**src/rtl/connect6_pkg.sv**
```systemverilog
// Shared types and constants for the connect6 empty-cell scanner.
package connect6_pkg;

  localparam logic CELL_OCC   = 1'b1;
  localparam logic CELL_EMPTY = 1'b0;

  localparam int unsigned MAX_IDX_W = 7;

  typedef enum logic [1:0] {
    IDLE = 2'd0,
    SCAN = 2'd1,
    NONE = 2'd2
  } scan_state_e;

  // All-ones index of the given width, reserved to mean "no empty cell".
  function automatic logic [MAX_IDX_W-1:0] none_idx(input int unsigned idx_w);
    return MAX_IDX_W'((64'd1 << idx_w) - 64'd1);
  endfunction

endpackage

```
**src/rtl/connect6_empty_scanner_if.sv**
```systemverilog
// Vector-in / index-stream-out bus of the empty-cell scanner.
interface connect6_empty_scanner_if #(
  parameter int unsigned WIDTH = 19,
  parameter int unsigned IDX_W = $clog2(WIDTH + 1)
) ();
  logic             in_valid;
  logic             in_ready;
  logic [WIDTH-1:0] in_cells;
  logic             in_msb_first;
  logic             out_valid;
  logic             out_ready;
  logic [IDX_W-1:0] out_idx;
  logic [IDX_W-1:0] out_rank;
  logic             out_last;
  logic             out_none;

  modport master (
    output in_valid, in_cells, in_msb_first, out_ready,
    input  in_ready, out_valid, out_idx, out_rank, out_last, out_none
  );

  modport slave (
    input  in_valid, in_cells, in_msb_first, out_ready,
    output in_ready, out_valid, out_idx, out_rank, out_last, out_none
  );
endinterface

```
**src/rtl/prio_enc_n.sv**
```systemverilog
// WIDTH-input priority encoder, selectable direction, with any-set and one-hot-or-zero flags.
module prio_enc_n #(
  parameter int unsigned WIDTH = 19,
  parameter int unsigned IDX_W = $clog2(WIDTH + 1)
) (
  input  logic [WIDTH-1:0] req,
  input  logic             msb_first,
  output logic [IDX_W-1:0] idx,
  output logic             any,
  output logic             onehot0
);

  // Later hits overwrite earlier ones, so scan order picks the winner.
  always_comb begin
    idx = '0;
    if (msb_first) begin
      for (int i = 0; i < int'(WIDTH); i++) begin
        if (req[i]) idx = IDX_W'(i);
      end
    end else begin
      for (int i = int'(WIDTH) - 1; i >= 0; i--) begin
        if (req[i]) idx = IDX_W'(i);
      end
    end
  end

  assign any     = |req;
  assign onehot0 = ((req & (req - WIDTH'(1))) == '0);

endmodule

```
**src/rtl/connect6_empty_scanner.sv**
```systemverilog
// Streams the index of every empty cell of an occupancy vector, one per handshake.
module connect6_empty_scanner
  import connect6_pkg::*;
#(
  parameter int unsigned WIDTH = 19
) (
  input  logic clk,
  input  logic rst_n,
  input  logic flush,
  connect6_empty_scanner_if.slave bus
);

  localparam int unsigned IDX_W = $clog2(WIDTH + 1);

  scan_state_e      state_q, state_d;
  logic [WIDTH-1:0] pending_q, pending_d;
  logic             dir_q, dir_d;
  logic [IDX_W-1:0] rank_q, rank_d;
  logic             out_valid_q, out_valid_d;
  logic [IDX_W-1:0] out_idx_q, out_idx_d;
  logic             out_last_q, out_last_d;
  logic             out_none_q, out_none_d;
  logic [IDX_W-1:0] enc_idx;
  logic             enc_any;
  logic             enc_onehot0;
  logic             hs;

  assign hs = out_valid_q & bus.out_ready;

  // Next pending set, rank and state.
  always_comb begin
    state_d   = state_q;
    pending_d = pending_q;
    dir_d     = dir_q;
    rank_d    = rank_q;
    case (state_q)
      IDLE: begin
        if (bus.in_valid) begin
          pending_d = ~bus.in_cells;
          dir_d     = bus.in_msb_first;
          rank_d    = '0;
          state_d   = (|(~bus.in_cells)) ? SCAN : NONE;
        end
      end
      SCAN: begin
        if (hs) begin
          pending_d = pending_q & ~(WIDTH'(1) << out_idx_q);
          if (out_last_q) begin
            state_d = IDLE;
            rank_d  = '0;
          end else begin
            rank_d  = rank_q + IDX_W'(1);
          end
        end
      end
      NONE: begin
        if (hs) state_d = IDLE;
      end
      default: state_d = IDLE;
    endcase
    if (flush) begin
      state_d   = IDLE;
      pending_d = '0;
      rank_d    = '0;
    end
  end

  // Encoder looks at the next pending set so the beat can be registered.
  prio_enc_n #(.WIDTH(WIDTH), .IDX_W(IDX_W)) u_enc (
    .req       (pending_d),
    .msb_first (dir_d),
    .idx       (enc_idx),
    .any       (enc_any),
    .onehot0   (enc_onehot0)
  );

  always_comb begin
    out_valid_d = 1'b0;
    out_idx_d   = '0;
    out_last_d  = 1'b0;
    out_none_d  = 1'b0;
    case (state_d)
      SCAN: begin
        out_valid_d = enc_any;
        out_idx_d   = enc_idx;
        out_last_d  = enc_onehot0;
      end
      NONE: begin
        out_valid_d = 1'b1;
        out_idx_d   = IDX_W'(none_idx(IDX_W));
        out_last_d  = 1'b1;
        out_none_d  = 1'b1;
      end
      default: ;
    endcase
  end

  always_ff @(posedge clk or negedge rst_n) begin
    if (!rst_n) begin
      state_q     <= IDLE;
      pending_q   <= '0;
      dir_q       <= 1'b0;
      rank_q      <= '0;
      out_valid_q <= 1'b0;
      out_idx_q   <= '0;
      out_last_q  <= 1'b0;
      out_none_q  <= 1'b0;
    end else begin
      state_q     <= state_d;
      pending_q   <= pending_d;
      dir_q       <= dir_d;
      rank_q      <= rank_d;
      out_valid_q <= out_valid_d;
      out_idx_q   <= out_idx_d;
      out_last_q  <= out_last_d;
      out_none_q  <= out_none_d;
    end
  end

  assign bus.in_ready  = (state_q == IDLE);
  assign bus.out_valid = out_valid_q;
  assign bus.out_idx   = out_idx_q;
  assign bus.out_rank  = rank_q;
  assign bus.out_last  = out_last_q;
  assign bus.out_none  = out_none_q;

endmodule

```
**src/flat_wrapper.sv**
```systemverilog
// flat-port wrapper written by rule: the top's interface ports become plain ports
module connect6_empty_scanner_flat import connect6_pkg::*;
#(
  parameter int unsigned WIDTH = 19
)
  (clk, rst_n, flush, bus_in_valid, bus_in_cells, bus_in_msb_first, bus_out_ready, bus_in_ready, bus_out_valid, bus_out_idx, bus_out_rank, bus_out_last, bus_out_none);
  connect6_empty_scanner_if #(.WIDTH(WIDTH)) bus_i ();
  input  logic clk;
  input  logic rst_n;
  input  logic flush;
  input wire logic [$bits(bus_i.in_valid)-1:0] bus_in_valid;
  input wire logic [$bits(bus_i.in_cells)-1:0] bus_in_cells;
  input wire logic [$bits(bus_i.in_msb_first)-1:0] bus_in_msb_first;
  input wire logic [$bits(bus_i.out_ready)-1:0] bus_out_ready;
  output wire logic [$bits(bus_i.in_ready)-1:0] bus_in_ready;
  output wire logic [$bits(bus_i.out_valid)-1:0] bus_out_valid;
  output wire logic [$bits(bus_i.out_idx)-1:0] bus_out_idx;
  output wire logic [$bits(bus_i.out_rank)-1:0] bus_out_rank;
  output wire logic [$bits(bus_i.out_last)-1:0] bus_out_last;
  output wire logic [$bits(bus_i.out_none)-1:0] bus_out_none;
  assign bus_i.in_valid = bus_in_valid;
  assign bus_i.in_cells = bus_in_cells;
  assign bus_i.in_msb_first = bus_in_msb_first;
  assign bus_i.out_ready = bus_out_ready;
  assign bus_in_ready = bus_i.in_ready;
  assign bus_out_valid = bus_i.out_valid;
  assign bus_out_idx = bus_i.out_idx;
  assign bus_out_rank = bus_i.out_rank;
  assign bus_out_last = bus_i.out_last;
  assign bus_out_none = bus_i.out_none;
  connect6_empty_scanner #(.WIDTH(WIDTH)) u_core (.clk(clk), .rst_n(rst_n), .flush(flush), .bus(bus_i));
endmodule
```
**config.mk**
```make
export PLATFORM = sky130hd
export DESIGN_NAME = connect6_empty_scanner_flat
export DESIGN_NICKNAME = d
export VERILOG_FILES = /design/src/rtl/connect6_pkg.sv /design/src/rtl/connect6_empty_scanner_if.sv /design/src/rtl/prio_enc_n.sv /design/src/rtl/connect6_empty_scanner.sv /design/src/flat_wrapper.sv
export SDC_FILE = /design/constraint.sdc
export NUM_CORES = 1
export LEC_CHECK = 0
export ABC_AREA = 0
export BUFFER_PORTS_ARGS = -buffer_cell sky130_fd_sc_hd__buf_4
export CAP_MARGIN = 0
export CELL_PAD_IN_SITES_DETAIL_PLACEMENT = 1
export CELL_PAD_IN_SITES_GLOBAL_PLACEMENT = 1
export CORE_MARGIN = 2
export CORE_UTILIZATION = 39
export DETAILED_ROUTE_END_ITERATION = 10
export HOLD_SLACK_MARGIN = 0.08
export PLACE_DENSITY = 0.84
export SYNTH_ARGS = -nofsm -noshare
export SYNTH_HDL_FRONTEND = slang
export SYNTH_HIERARCHICAL = 1
export SYNTH_SLANG_ARGS = --single-unit
```
**constraint.sdc**
```tcl
create_clock -name clk -period 3.93 [get_ports clk]
set_clock_uncertainty 0.1 [all_clocks]
set_input_delay 0.9825 -clock clk [delete_from_list [all_inputs] [get_ports clk]]
set_output_delay 0.9825 -clock clk [all_outputs]
set_load 0.02 [all_outputs]
```
# Yosys cells after proc, flatten, opt, wreduce, memory -nomap -nowiden
# Index checks and enable logic that the tools add are counted.
[totals] reg_bits=35 wordCells=88
[classes] n_addsub=2 eq_ne=6 shifts=1 muxes=60 n_bitwise=5 n_reduce_logical=6
[op_table] op="5-bit two-way mux" n=41
[op_table] op="19-bit two-way mux" n=3
[op_table] op="19-bit AND" n=2
[op_table] op="19-bit NOT" n=2
[op_table] op="19-bit case mux with 2 select lines" n=1
[op_table] op="19-bit OR reduction" n=2
[op_table] op="5-bit case mux with 2 select lines" n=2
[op_table] op="19-bit logical NOT" n=1
[op_table] op="1-bit by 5-bit << shifter with 19-bit output, first input constant" n=1
[op_table] op="19-bit by 1-bit subtractor with 19-bit output, second input constant" n=1
[op_table] op="2-bit two-way mux" n=6
[op_table] op="2-bit case mux with 3 select lines" n=1
[op_table] op="5-bit by 1-bit adder with 5-bit output, second input constant" n=1
[op_table] op="2-bit by 1-bit == test with 1-bit output, second input constant" n=2
[op_table] op="2-bit == test, second input constant" n=2
[op_table] op="1-bit two-way mux" n=4
[op_table] op="1-bit case mux with 2 select lines" n=2
[op_table] op="3-bit by 2-bit != test with 1-bit output, second input constant" n=1
[op_table] op="3-bit != test, second input constant" n=1
[op_table] op="3-bit AND reduction" n=1
[op_table] op="3-bit nonzero test" n=1
[op_table] op="2-bit logical NOT" n=1
[op_table] op="1-bit AND" n=1

# Depth between registers and ports, before layout
[depth] depth_word=27 ltp_mapped=14

# Modules after synthesis
# Netlist, hierarchy kept.
[by_module_without_submodules] mod="connect6_empty_scanner" n_inst=1 cells_per_inst=188 area_per_inst_um2=1786.7 seq_area_each_um2=875.8
[by_module_without_submodules] mod="prio_enc_n" n_inst=1 cells_per_inst=90 area_per_inst_um2=563.0 seq_area_each_um2=0.0

# Worst setup path after synthesis
# No wires, ideal clock.
[synth_path] path_kind="input to register" start="input bus_out_ready" end="register u_core.out_last_q, in the netlist u_core/bus.out_last" setup_ps=72 t_arrival_ps=3367 required_time_ps=3758 setup_slack_ps=391 stages=13 cell_sequence="and2_1 clkbuf_1 nand4b_1 o211ai_1 a21oi_1 buf_6 or4_4 maj3_2 o32a_1 a2bb2oi_1 nor3_2 a21oi_1 nor2_1"
[synth_via] elab_chain_cells=8
[synth_rtl] element="from (decl)" line="flat_wrapper.sv:14" source="input wire logic [$bits(bus_i.out_ready)-1:0] bus_out_ready;"
[synth_rtl] element="1-bit AND *" line="connect6_empty_scanner.sv:28" source="assign hs = out_valid_q & bus.out_ready;"
[synth_rtl] element="19-bit two-way mux *" line="connect6_empty_scanner.sv:46" source="if (hs) begin"
[synth_rtl] element="19-bit case mux with 2 select lines *" line="connect6_empty_scanner.sv:36" source="case (state_q)"
[synth_rtl] element="19-bit two-way mux *" line="connect6_empty_scanner.sv:61" source="if (flush) begin"
[synth_rtl] element="net u_core.pending_d[13]" line="connect6_empty_scanner.sv:16" source="logic [WIDTH-1:0] pending_q, pending_d;"
[synth_rtl] element="19-bit by 1-bit subtractor with 19-bit output" line="prio_enc_n.sv:28" source="assign onehot0 = ((req & (req - WIDTH'(1))) == '0);"
[synth_rtl] element="19-bit AND *" line="prio_enc_n.sv:28"
[synth_rtl] element="19-bit logical NOT *" line="prio_enc_n.sv:28"
[synth_rtl] element="net u_core.enc_onehot0" line="connect6_empty_scanner.sv:25" source="logic enc_onehot0;"
[synth_rtl] element="1-bit case mux with 2 select lines *" line="connect6_empty_scanner.sv:82" source="case (state_d)"
[synth_rtl] element="net u_core.out_last_d" line="connect6_empty_scanner.sv:21" source="logic out_last_q, out_last_d;"
[synth_rtl] element="to (signal assigned)" line="connect6_empty_scanner.sv:115" source="out_last_q <= out_last_d;"
[synth_rtl] element="to (decl)" line="connect6_empty_scanner.sv:21"
# Mark *: on every way through the listed nets, which the timed path passes. The rest lies on a longest branch.
# A chain may end at the register's enable or synchronous reset.

# Final worst setup path
# Same ends and word-level chain as after synthesis.

==> impl_metrics.yaml <==
grt:
  top_usage_layer: "met2"
  grt_pass1_vias: 2665
  grt_max_degree: 36
  grt_use_met2_pct: 45.3
  grtUsageMet3_pct: 4.40
  track_usage_pct: 26.5
  antenna_found_initial: 0
  grt.overflow.total: 0
  grt_util_met1_pct: 33.2
  grt_pass1_wl_mm: 13.4
sta:
  whs_ns: 0.396
  finalSetupViolCount: 0
  finalCritPeriodShare_pct: 92.4
  fmaxAchievable_ghz: 0.275
  relSlewSlack_pct: 53.8
  setup_ws_ns: 0.297
  tns_ns: 0
  fin_crit_ns: 3.63
  tightest_slew_ns: 0.692
  rsz0062_at_grt: "false"
  hold_violations: 0
  maxSlewViolCount: 0
worst_setup_path:
  critPathMaxFanout: 6
  arrival_ns: 3.75
  max_stage_delay_ns: 0.64
  cp_slowest_cell: "or4_1"
  path_cells: "buf_4, nand2_1, or4_1, nor3_1, a2111oi_2, nor4_4, nand3_1, maj3_1, or3_1, nor3_2, a21oi_1, nor2_1"
  worst_r2r_endpoint: "u_core/bus.out_last"
  crit_type: "primary input to flop"
  r2r_cells: 11
  cp.required_ns: 4.04
  cp_top_family: "simple AND/OR/NAND/NOR gates"
  endpoint_kind: "flop"
  critical_path_buf_inv_count: 1
  rrSetupSlack_ns: 0.44
  worstSetupStartpointType: "primary input"
  reg2reg_from: "u_core/state_q[0]"
routing:
  wl_mm: 8.48
  post-route-drc-count: 0
  wire_per_inst_um: 20.9
  drtIter0Drc: 211
  antenna_left: 0
  viasPerCell: 6.26
  firstDrtPassIters: 4
  vias: 2535
power_and_ir_drop:
  p_seq_share_pct: 37.9
  p_sw_mw: 0.342
  combPwrFrac_pct: 30.8
  clock_power_share_pct: 31.3
  p_int_mw: 0.704
  ir_worst_vdd_uv: 155
  switching_share_pct: 32.7
  p_per_area_mw_per_mm2: 357
  p_leak_nw: 1.21
place:
  place_inst: 397
  dpl_worst_slack_ns: 0.0326
  dp_hpwl_mm: 6.41
  gp_congestion: 0.894
  io_buffers: 38
die:
  pin_count: 39
  die-area_sq_mm: 0.00666
  dieHeight_um: 81.6
  die-width_um: 81.6
  rows: 28
  core_sq_mm: 0.00589
  start_util_pct: 39.9
status:
  status: "complete, no violations"
final_layout:
  stdcell_count: 405
  finish.utilization_pct: 49.8
  final_cell_mix: "buf_4 (58), nor2_1 (42), a21oi_1 (35), dfrtp_1 (35), nand2_1 (21)"
  antennaDiodeCount: 0
  drive_gt1_share_pct: 24.5
  fillers: 720
  area_growth_pct: 24.7
  nets: 357
  final_common_cell: "buf_4"
min_path:
  hold-path-endpoint: "u_core/bus.out_rank[4]"
  hp-class: "flop to flop"
  worstHoldStart: "u_core/bus.out_rank[4]"
  min_delay_path_depth: 1
yosys:
  ys_async_sr_fraction_pct: 100
  syn_area_sq_mm: 0.00235
  syn_nets: 306
  synth_cell_types: 55
  ys_ff_latch: 35
  synth_edf_count: 0
  seq_area_frac_synth_pct: 37.3
  ys.flop_type: "dfrtp_1"
  post_synth.cell_area_avg_sq_um: 8.45
  netlist_instances: 278
  ys_warn_count: 6
clock_tree:
  post_cts_buffers: 0
  clockBufferDepth: 2
  clock-root-buffer: "clkbuf_8"
  clock-sinks: 35
  htree_num_levels: 2
  postCtsHoldBufs: 0
  insertion_delay_ns: 0.29
  cts_resized: 0
  cts_tree: "built"
  numCtsBuffers: 5
  cts.reportedPaths.clkPinSlew_ns: 0.08
run:
  cap_violations: 0
[cells in the mapped netlist (4+ instances only)]
cell type | instances | area, sq um
nor2_1 | 42 | 158
a21oi_1 | 35 | 175
dfrtp_1 | 35 | 876
nand2_1 | 21 | 78.8
o21ai_0 | 15 | 75.1
o221ai_1 | 12 | 105
nor3_1 | 10 | 50.1
nand2b_1 | 9 | 56.3
inv_1 | 6 | 22.5
nand4_1 | 6 | 37.5
buf_2 | 5 | 25.0
clkbuf_1 | 5 | 18.8
nand3_1 | 5 | 25.0
o31ai_1 | 5 | 37.5
or3_1 | 5 | 31.3
o211ai_1 | 4 | 30.0
[flip-flops by register name (all words and copies together), names as in the netlist]
signal	flops
u_core/bus.out_idx	5
u_core/bus.out_last	1
u_core/bus.out_none	1
u_core/bus.out_rank	5
u_core/bus.out_valid	1
u_core/dir_q	1
u_core/pending_q	19
u_core/state_q	2
[how the worst max path moves through the flow]
stage                   from                    end  slack [ns]  depth (start not counted)
3_3_place_gp   bus_out_ready    u_core/bus.out_last        0.18                         12
6_report       bus_out_ready    u_core/bus.out_last        0.30                         12
5_1_grt         bus_in_valid  u_core/bus.out_idx[1]        0.15                         12
3_5_place_dp   bus_out_ready    u_core/bus.out_last        0.03                         12
4_1_cts        bus_out_ready    u_core/bus.out_last        0.31                         12
2_1_floorplan  bus_out_ready    u_core/bus.out_last        0.39                         13
[area by class of cell]
class | instances | area (sq um) | area share, %
clock buffers | 5 | 68.8 | 2.35
repair buffers | 59 | 455 | 15.5
well taps | 75 | 93.8 | 3.20
inverters | 6 | 22.5 | 0.769
multi-input cells | 222 | 1370 | 46.7
flip-flops and latches | 35 | 876 | 29.9
clock inverters | 3 | 43.8 | 1.50
[power groups by stage]
stage	Combinational [mW]	Clock [mW]	Sequential, mW
after floorplan	0.199	0	0.398
after global placement	0.304	0	0.402
after detailed placement	0.315	0	0.403
after CTS	0.319	0.333	0.396
after global routing	0.350	0.353	0.399
final	0.322	0.327	0.397
[kinds of logic after synthesis]
family	synth area share, %
AOI/OAI and AO/OA	28.3
adders and majority gates	2.50
buffers and inverters	4.47
DFF	37.3
and+or+nand+nor	27.4
[per-stage QoR]
step / total power, mW / cell area, sq um
after CTS: 1.05 / 2930
after global placement: 0.706 / 2820
after global routing: 1.10 / 2930
after detailed placement: 0.718 / 2820
after floorplan: 0.597 / 2350
final: 1.05 / 2930
[layer usage]
layer  part of all wire, %  vias up
li1                      -     1158
met1                    42     1264
met2                    49       97
met3                   6.4       16
met4                   2.6        0
met5                     0        -
No activity file was read; power rests on OpenSTA's default activity.
